`src/rtl/pipeline_ctrl_pkg.sv`:
```
// Shared definitions for the pipeline controller: FSM state encoding,
// pipeline stage indices and common control constants.
package pipeline_ctrl_pkg;

    // Controller states
    typedef enum logic [1:0] {
        ST_RUN        = 2'd0,
        ST_MC         = 2'd1,
        ST_FLUSH_WAIT = 2'd2,
        ST_FLUSH      = 2'd3
    } state_t;

    // Stage indices into the stall vector
    localparam int unsigned STG_IF  = 0;
    localparam int unsigned STG_ID  = 1;
    localparam int unsigned STG_EX  = 2;
    localparam int unsigned STG_MEM = 3;
    localparam int unsigned STG_WB  = 4;
    localparam int unsigned NUM_STG = 5;
    localparam int unsigned NUM_REQ = 4;

    localparam int unsigned PC_W = 32;

    // Common control levels
    localparam logic RST_ENABLE = 1'b1;
    localparam logic STOP       = 1'b1;
    localparam logic NO_STOP    = 1'b0;

endpackage

```
`src/rtl/pipeline_ctrl_stall_encoder.sv`:
```
// Maps per-stage stall requests to a per-stage hold vector: the highest
// active request holds its own stage and every stage in front of it.
// Ports:
//   req      [NUM_REQ-1:0] in  requests, bit index = stage (IF, ID, EX, MEM)
//   hold_off               in  force all holds low (pipeline is flushing)
//   stall    [NUM_STG-1:0] out per-stage hold, WB never held
module pipeline_ctrl_stall_encoder
    import pipeline_ctrl_pkg::*;
(
    input  logic [NUM_REQ-1:0] req,
    input  logic               hold_off,
    output logic [NUM_STG-1:0] stall
);

    // Thermometer fill from the highest requesting stage down to IF
    always_comb begin
        stall          = '0;
        stall[STG_MEM] = req[STG_MEM];
        stall[STG_EX]  = req[STG_MEM] | req[STG_EX];
        stall[STG_ID]  = req[STG_MEM] | req[STG_EX] | req[STG_ID];
        stall[STG_IF]  = req[STG_MEM] | req[STG_EX] | req[STG_ID] | req[STG_IF];
        stall[STG_WB]  = NO_STOP;
        if (hold_off) begin
            stall = '0;
        end
    end

endmodule

```
`src/rtl/pipeline_ctrl.sv`:
```
// Pipeline hazard controller: per-stage stall generation, EX multi-cycle
// sequencing, exception flush with redirect, and an IF-stall watchdog.
// Ports:
//   clk, rst                       clock, synchronous active-high reset
//   if/id/mem_stall_req            stage stall requests
//   mc_start, mc_cycles[MC_W]      launch an EX multi-cycle op of mc_cycles cycles
//   exc_valid, exc_pc[32]          exception from MEM and its handler address
//   stall[5]                       per-stage hold (combinational)
//   flush, flush_pc[32]            one-cycle flush pulse and redirect target
//   mc_busy                        multi-cycle op in progress
//   timeout                        sticky watchdog flag
module pipeline_ctrl
    import pipeline_ctrl_pkg::*;
#(
    parameter int unsigned MC_W    = 6,
    parameter int unsigned TIMEOUT = 1024
) (
    input  logic              clk,
    input  logic              rst,
    input  logic              if_stall_req,
    input  logic              id_stall_req,
    input  logic              mem_stall_req,
    input  logic              mc_start,
    input  logic [MC_W-1:0]   mc_cycles,
    input  logic              exc_valid,
    input  logic [PC_W-1:0]   exc_pc,
    output logic [NUM_STG-1:0] stall,
    output logic              flush,
    output logic [PC_W-1:0]   flush_pc,
    output logic              mc_busy,
    output logic              timeout
);

    localparam int unsigned WD_W = $clog2(TIMEOUT + 1);

    state_t            state, state_d;
    logic [MC_W-1:0]   mc_cnt, mc_cnt_d;
    logic [PC_W-1:0]   flush_pc_d;
    logic [WD_W-1:0]   wd_cnt;

    // EX request comes from the running multi-cycle op; registered holds
    // are masked while rst is asserted so only live requests show.
    pipeline_ctrl_stall_encoder u_stall_encoder (
        .req      ({mem_stall_req, mc_busy & ~rst, id_stall_req, if_stall_req}),
        .hold_off ((state == ST_FLUSH) & ~rst),
        .stall    (stall)
    );

    // Next-state, multi-cycle counter and redirect capture
    always_comb begin
        state_d    = state;
        mc_cnt_d   = mc_cnt;
        flush_pc_d = flush_pc;
        case (state)
            ST_RUN, ST_MC: begin
                if (exc_valid) begin
                    // Exception wins over mc_start and aborts any op in flight
                    flush_pc_d = exc_pc;
                    mc_cnt_d   = '0;
                    state_d    = mem_stall_req ? ST_FLUSH_WAIT : ST_FLUSH;
                end else if (state == ST_RUN) begin
                    if (mc_start && (mc_cycles != '0)) begin
                        mc_cnt_d = mc_cycles;
                        state_d  = ST_MC;
                    end
                end else if (!mem_stall_req) begin
                    // Countdown freezes while MEM holds EX
                    if (mc_cnt == MC_W'(1)) begin
                        mc_cnt_d = '0;
                        state_d  = ST_RUN;
                    end else begin
                        mc_cnt_d = mc_cnt - MC_W'(1);
                    end
                end
            end
            ST_FLUSH_WAIT: begin
                if (!mem_stall_req) begin
                    state_d = ST_FLUSH;
                end
            end
            ST_FLUSH: begin
                state_d = ST_RUN;
            end
            default: begin
                state_d = ST_RUN;
            end
        endcase
    end

    // State register and registered control outputs
    always_ff @(posedge clk) begin
        if (rst == RST_ENABLE) begin
            state    <= ST_RUN;
            mc_cnt   <= '0;
            flush_pc <= '0;
            mc_busy  <= 1'b0;
            flush    <= 1'b0;
        end else begin
            state    <= state_d;
            mc_cnt   <= mc_cnt_d;
            flush_pc <= flush_pc_d;
            mc_busy  <= (state_d == ST_MC);
            flush    <= (state_d == ST_FLUSH);
        end
    end

    // Watchdog on consecutive IF holds; saturates, flag is sticky until reset
    always_ff @(posedge clk) begin
        if (rst == RST_ENABLE) begin
            wd_cnt  <= '0;
            timeout <= 1'b0;
        end else begin
            if (!stall[STG_IF]) begin
                wd_cnt <= '0;
            end else if (wd_cnt != WD_W'(TIMEOUT)) begin
                wd_cnt <= wd_cnt + WD_W'(1);
            end
            if (stall[STG_IF] && (wd_cnt >= WD_W'(TIMEOUT - 1))) begin
                timeout <= 1'b1;
            end
        end
    end

endmodule

```
`config.mk`:
```
export PLATFORM = sky130hd
export DESIGN_NAME = pipeline_ctrl
export DESIGN_NICKNAME = d
export VERILOG_FILES = /design/src/rtl/pipeline_ctrl_pkg.sv /design/src/rtl/pipeline_ctrl_stall_encoder.sv /design/src/rtl/pipeline_ctrl.sv
export SDC_FILE = /design/constraint.sdc
export NUM_CORES = 1
export LEC_CHECK = 0
export CAP_MARGIN = 30
export CORE_MARGIN = 2
export CORE_UTILIZATION = 40
export DETAILED_ROUTE_END_ITERATION = 8
export MAX_ROUTING_LAYER = met4
export PLACE_DENSITY = 0.76
export SLEW_MARGIN = 20
export SYNTH_ARGS = -nofsm -noshare
export SYNTH_HDL_FRONTEND = slang
export SYNTH_SLANG_ARGS = --single-unit
```
`constraint.sdc`:
```
create_clock -name clk -period 1.71 [get_ports clk]
set_clock_uncertainty 0.05 [all_clocks]
set_input_delay 0.342 -clock clk [delete_from_list [all_inputs] [get_ports clk]]
set_output_delay 0.342 -clock clk [all_outputs]
set_load 0.05 [all_outputs]
```
After elaboration in Yosys (flattened, before gate mapping):

Index checks and enable logic that the tools add are counted.

* register bits: 54
* bits of input ports: 45
* output and inout port bits: 40
* word-level logic and storage cells: 48

* add/sub/neg operators: 2
* order comparisons: 1
* equality and inequality tests: 9
* muxes and demuxes: 14
* bitwise logic cells: 7
* reductions and logical operators: 8

Operators with widths (number)
* 6-bit 2-to-1 mux: 5
* 2-bit 2-to-1 mux: 6
* 11-bit by 1-bit adder with 11-bit output, second input constant: 1
* 11-bit by 10-bit greater-or-equal comparator with 1-bit output, second input constant: 1
* 11-bit inequality test, second input constant: 1
* 2-bit equality test, second input constant: 3
* 6-bit by 1-bit equality test with 1-bit output, second input constant: 1
* 2-bit one-hot mux with 3 select lines: 1
* 6-bit nonzero test: 1
* 6-bit by 1-bit subtractor with 6-bit output, second input constant: 1
* 2-bit by 1-bit equality test with 1-bit output, second input constant: 2
* 4-bit 2-to-1 mux: 1
* 2-bit OR reduction: 2
* 3-bit by 1-bit inequality test with 1-bit output, second input constant: 1
* 3-bit by 2-bit inequality test with 1-bit output, second input constant: 1
* 1-bit bitwise OR: 3
* 3-bit AND reduction: 1
* 1-bit bitwise AND: 2
* 1-bit logical AND: 2
* 2-bit zero test: 1
* 1-bit inverter: 2
* 2-bit AND reduction: 1
* 1-bit 2-to-1 mux: 1

Depth between registers and ports, before layout:

Gate-level depths: netlist (run 1).

* word-level depth: 8
* depth in mapped cells: 6
* mapped depth without buffers: 6

Cells and area by module:

Synthesis (run 1) repeated with hierarchy kept, for this count alone.

* cell total of the unflattened synthesis: 287
* area, all modules: 2302.2 µm²

By module, submodules not included
* pipeline_ctrl: times used 1, cells each 278, area an instance 2254.7 µm², seq. area each 1081.0 µm²
* pipeline_ctrl_stall_encoder: times used 1, cells each 9, area an instance 47.5 µm², seq. area each 0.0 µm²

Worst setup path before layout (run 1):

No wires, ideal clock.

* path type: flip-flop to output port
* from: reg mc_busy
* to: out stall[0]
* data arrival time: 1.712 ns
* data required time: 1.318 ns
* setup slack: -0.394 ns
* cell stages (with the launch flop): 4
* buffers on the path: 0
* cells stage by stage: dfxtp_1 > nor2b_1 > nor3_1 > a21oi_1

* cells in the longest elaborated chain, start to end: 5

Ends and longest elaborated chain
* from (decl): RTL line pipeline_ctrl.sv:30 `output logic mc_busy,`
* from (signal assigned): RTL line pipeline_ctrl.sv:102 `mc_busy <= (state_d == ST_MC);`
* 1-bit bitwise AND: RTL line pipeline_ctrl.sv:44 `.req ({mem_stall_req, mc_busy & ~rst, id_stall_req, if_stall_req}),`
* 1-bit bitwise OR (3 in a row): RTL line pipeline_ctrl_stall_encoder.sv:21 `stall[STG_IF] = req[STG_MEM] | req[STG_EX] | req[STG_ID] | req[STG_IF];`
* 4-bit 2-to-1 mux: RTL line pipeline_ctrl_stall_encoder.sv:23 `if (hold_off) begin`
* to (decl): RTL line pipeline_ctrl.sv:27 `output logic [NUM_STG-1:0] stall,`

Every way passes these cells.

Worst setup path after layout (run 1):

* from: in id_stall_req
* to: out stall[0]

* cells in the longest elaborated chain, start to end: 3

Ends and longest elaborated chain
* from (decl): RTL line pipeline_ctrl.sv:21 `input logic id_stall_req,`
* 1-bit bitwise OR (2 in a row): RTL line pipeline_ctrl_stall_encoder.sv:21
* 4-bit 2-to-1 mux: RTL line pipeline_ctrl_stall_encoder.sv:23

Every way passes these cells.

==> qor.yml, run 1 <==
outcome:
  outcome: "finished, final reports clean"
place:
  postPlaceCellArea_sq_um: 3320
  dp_hpwl_um: 4350
  pre_cts_ws_ns: -0.520
  place.gp.congestion: 0.825
  io_buffers: 83
finish:
  drive_above_1_share_pct: 27.0
  nets: 430
  syn_to_final_growth_pct: 50.9
  final_area_sq_um: 3510
  final_common_cell: "nand2_1"
  layout_common_cells: "67 x nand2_1, 58 x buf_4, 50 x dfxtp_1"
  antenna_cells: 0
clock_network:
  clkLatencyLatePin_ns: 0.30
  cts_sinks: 54
  ctsLongestPathBuffers: 2
  clk_pin_slew_ns: 0.09
  cts_tree: "yes"
  htreeDepth: 2
  root_buffer: "clkbuf_8"
  numCtsBuffers: 5
  postCtsHoldBufs: 0
worst_setup_path:
  reg2reg_depth: 5
  cpPeakStageDelay_ns: 0.47
  r2r_slack_ns: 0.06
  worstPathArrival_ns: 1.31
  critPathLaunchType: "input port"
  reg2reg_to: "mc_cnt[4]"
  end_kind: "output pin"
  required_ns: 1.32
  cp-startpoint: "id_stall_req"
  worstReg2RegStart: "mc_cnt[0]"
  worstSetupPathType: "in2out"
  path_cells: "clkdlybuf4s50_1, nor3_4, a21oi_4, buf_6"
  cp-endpoint: "stall[0]"
  path_max_fanout: 2
  crit_slowest_cell: "clkdlybuf4s50_1"
detailed_routing:
  drt_wl_total_um: 5840
  via_per_inst: 5.03
  vias: 2285
  drc: 0
  dr.pass1.iters: 4
  ant_nets: 0
  drtIter0Drc: 108
  wl_per_cell_um: 12.9
die:
  row_count: 27
  io_pins: 85
  dieArea_sq_um: 6440
  die_h_um: 80.2
  die_x_um: 80.2
  start_util_pct: 41.7
  core_area_sq_um: 5570
power_and_ir_drop:
  p_clk_share_pct: 24.9
  powerDensity_nw_per_um2: 824
  combPwrFrac_pct: 27.5
  peakVddDrop_mv: 0.566
  finalPower_w: 0.00289
  swShare_pct: 30.8
  p_seq_share_pct: 47.6
  p_int_w: 0.00200
  p_sw_w: 0.000890
  leakage_nw: 1.47
logic_synthesis:
  synth_edf_count: 0
  synth_ff_type: "dfxtp_1"
  synthMuxAreaShare_pct: 0.431
  yosysWarnings: 0
  synth-simple-area-share_pct: 24.8
  synth_compound_area_share_pct: 17.8
  synth_top_family_by_area: "simple AND/OR/NAND/NOR gates"
  ys_ff_latch: 54
  syn_area_sq_um: 2320
  ys_types: 45
  synth_cells: 283
  synth.yosys.seq_area_share_pct: 46.5
  async_reset_ff_share_pct: 0
  synth_xor_area_share_pct: 3.77
  synth.avg_cell_area_sq_um: 8.21
  syn_nets: 332
  synthAdderAreaFrac_pct: 2.15
global_route:
  grt_pass1_wl_um: 9670
  grt_usage_pct: 19.6
  grt_max_degree: 33
  gr-total-overflow: 0
  grt_pass1_vias: 2212
  antenna_found_initial: 0
min_path:
  hp-class: "in2reg"
run:
  drv_cap: 0
sta:
  setup_ws_ns: 0.00373
  fmax_ghz: 0.586
  rsz0062_at_grt: "true"
  hold_viol: 0
  setup_violations: 0
  final.period_utilization_pct: 99.8
  drv_slew: 0
  period_minus_slack_ns: 1.71
flip-flops by register name (all words and copies together) (netlist names):
name	count
state	2
wd_cnt	11
timeout	1
flush	1
mc_cnt	6
flush_pc	32
mc_busy	1
final cells by class:
type,count,area (sq um)
Clock buffer,6,82.6
Clock inverter,2,12.5
Fill cell,496,2070
Inverter,8,30.0
Multi-Input combinational cell,203,1210
Sequential cell,54,1090
Tap cell,72,90.1
Timing Repair Buffer,109,986
power by group through the flow:
stage          Sequential, W  Combinational (W)  Clock (W)
2_1_floorplan        0.00157           0.000286          0
3_3_place_gp         0.00141           0.000751          0
3_5_place_dp         0.00141           0.000758          0
4_1_cts              0.00138           0.000787   0.000753
5_1_grt              0.00139           0.000853   0.000803
6_report             0.00138           0.000794   0.000720
cells in the mapped netlist (all sizes together), types with 2 or more instances:
library cell   n  area share, %
nand2         67             11
clkbuf        17            2.7
inv            8            1.3
o21ai          3           0.65
nor2b          5            1.3
dfxtp         54             47
a21o           2           0.65
nor3           4           0.86
a21oi         39            8.4
or4            2           0.81
and3           2           0.54
ha             4            2.2
nand2b         4            1.1
and4           2           0.75
a32o           2           0.91
nor4           4            1.1
nor2          18            2.9
nand3          4           0.86
or3            4            1.1
xor2           8            3.0
a22o           7            2.9
xnor2          2           0.75
nand4          3           0.81
critical path, delay by kind of cell:
kind	cells	cell delay, ns
and+or+nand+nor	1	0.25
buffers and inverters	2	0.63
AOI/OAI and AO/OA	1	0.09
metrics by stage:
| stage | TNS (ns) | utilization (%) | hold slack, ns | instances |
|---|---|---|---|---|
| 2_1_floorplan | -0.0710 | - | 0.428 | 283 |
| 3_3_place_gp | -7.18 | 59.5 | 0.392 | 442 |
| 3_5_place_dp | -7.79 | 59.5 | 0.397 | 442 |
| 4_1_cts | -0.0461 | 62.5 | 0.410 | 454 |
| 5_1_grt | -0.0950 | 62.9 | 0.398 | 454 |
| 6_report | 0 | 62.9 | 0.373 | 454 |
routing by layer:
| metal | up-vias | routed length, um | track usage [%] |
|---|---|---|---|
| met4 | 0 | 92 | 6.95 |
| met5 | - | 0 | - |
| met1 | 1047 | 2650 | 24.3 |
| met3 | 10 | 334 | 5.62 |
| li1 | 1157 | - | - |
| met2 | 71 | 2770 | 30.5 |
how the worst min path moves through the flow:
stage                     depth (start not counted)      endpoint         start  slack (ns)
after floorplan                                   2   flush_pc[0]     exc_pc[0]        0.43
after global placement                            2  flush_pc[18]  flush_pc[18]        0.39
after detailed placement                          2   flush_pc[5]   flush_pc[5]        0.40
after CTS                                         2   flush_pc[5]   flush_pc[5]        0.41
after global routing                              3      state[1]           rst        0.40
final                                             3      state[1]           rst        0.37
cells by family after synthesis:
| group | after synthesis |
|---|---|
| flip-flops | 54 |
| adder cells (fa/ha/maj) | 4 |
| buffers and inverters | 26 |
| other | 1 |
| multiplexers | 1 |
| AND/OR/NAND/NOR | 124 |
| AO/OA/AOI/OAI | 63 |
| XOR/XNOR | 10 |
what timing repair did:
item	CTS	global route
endpoints found under the setup margin	11	10
pin swaps	6	9
buffers inserted	4	0
gates resized for setup	21	11
(Power assumes the default switching activity.)
==> run 2, diff against run 1 <==
--- a/config.mk
+++ b/config.mk
@@ -5,7 +5,7 @@
 export SDC_FILE = /design/constraint.sdc
 export NUM_CORES = 1
 export LEC_CHECK = 0
-export CAP_MARGIN = 30
+export CAP_MARGIN = 25
 export CORE_MARGIN = 2
 export CORE_UTILIZATION = 40
 export DETAILED_ROUTE_END_ITERATION = 8
==> results of run 2 <==
No change in the layout: final DEF, timing and power equal those of run 1.
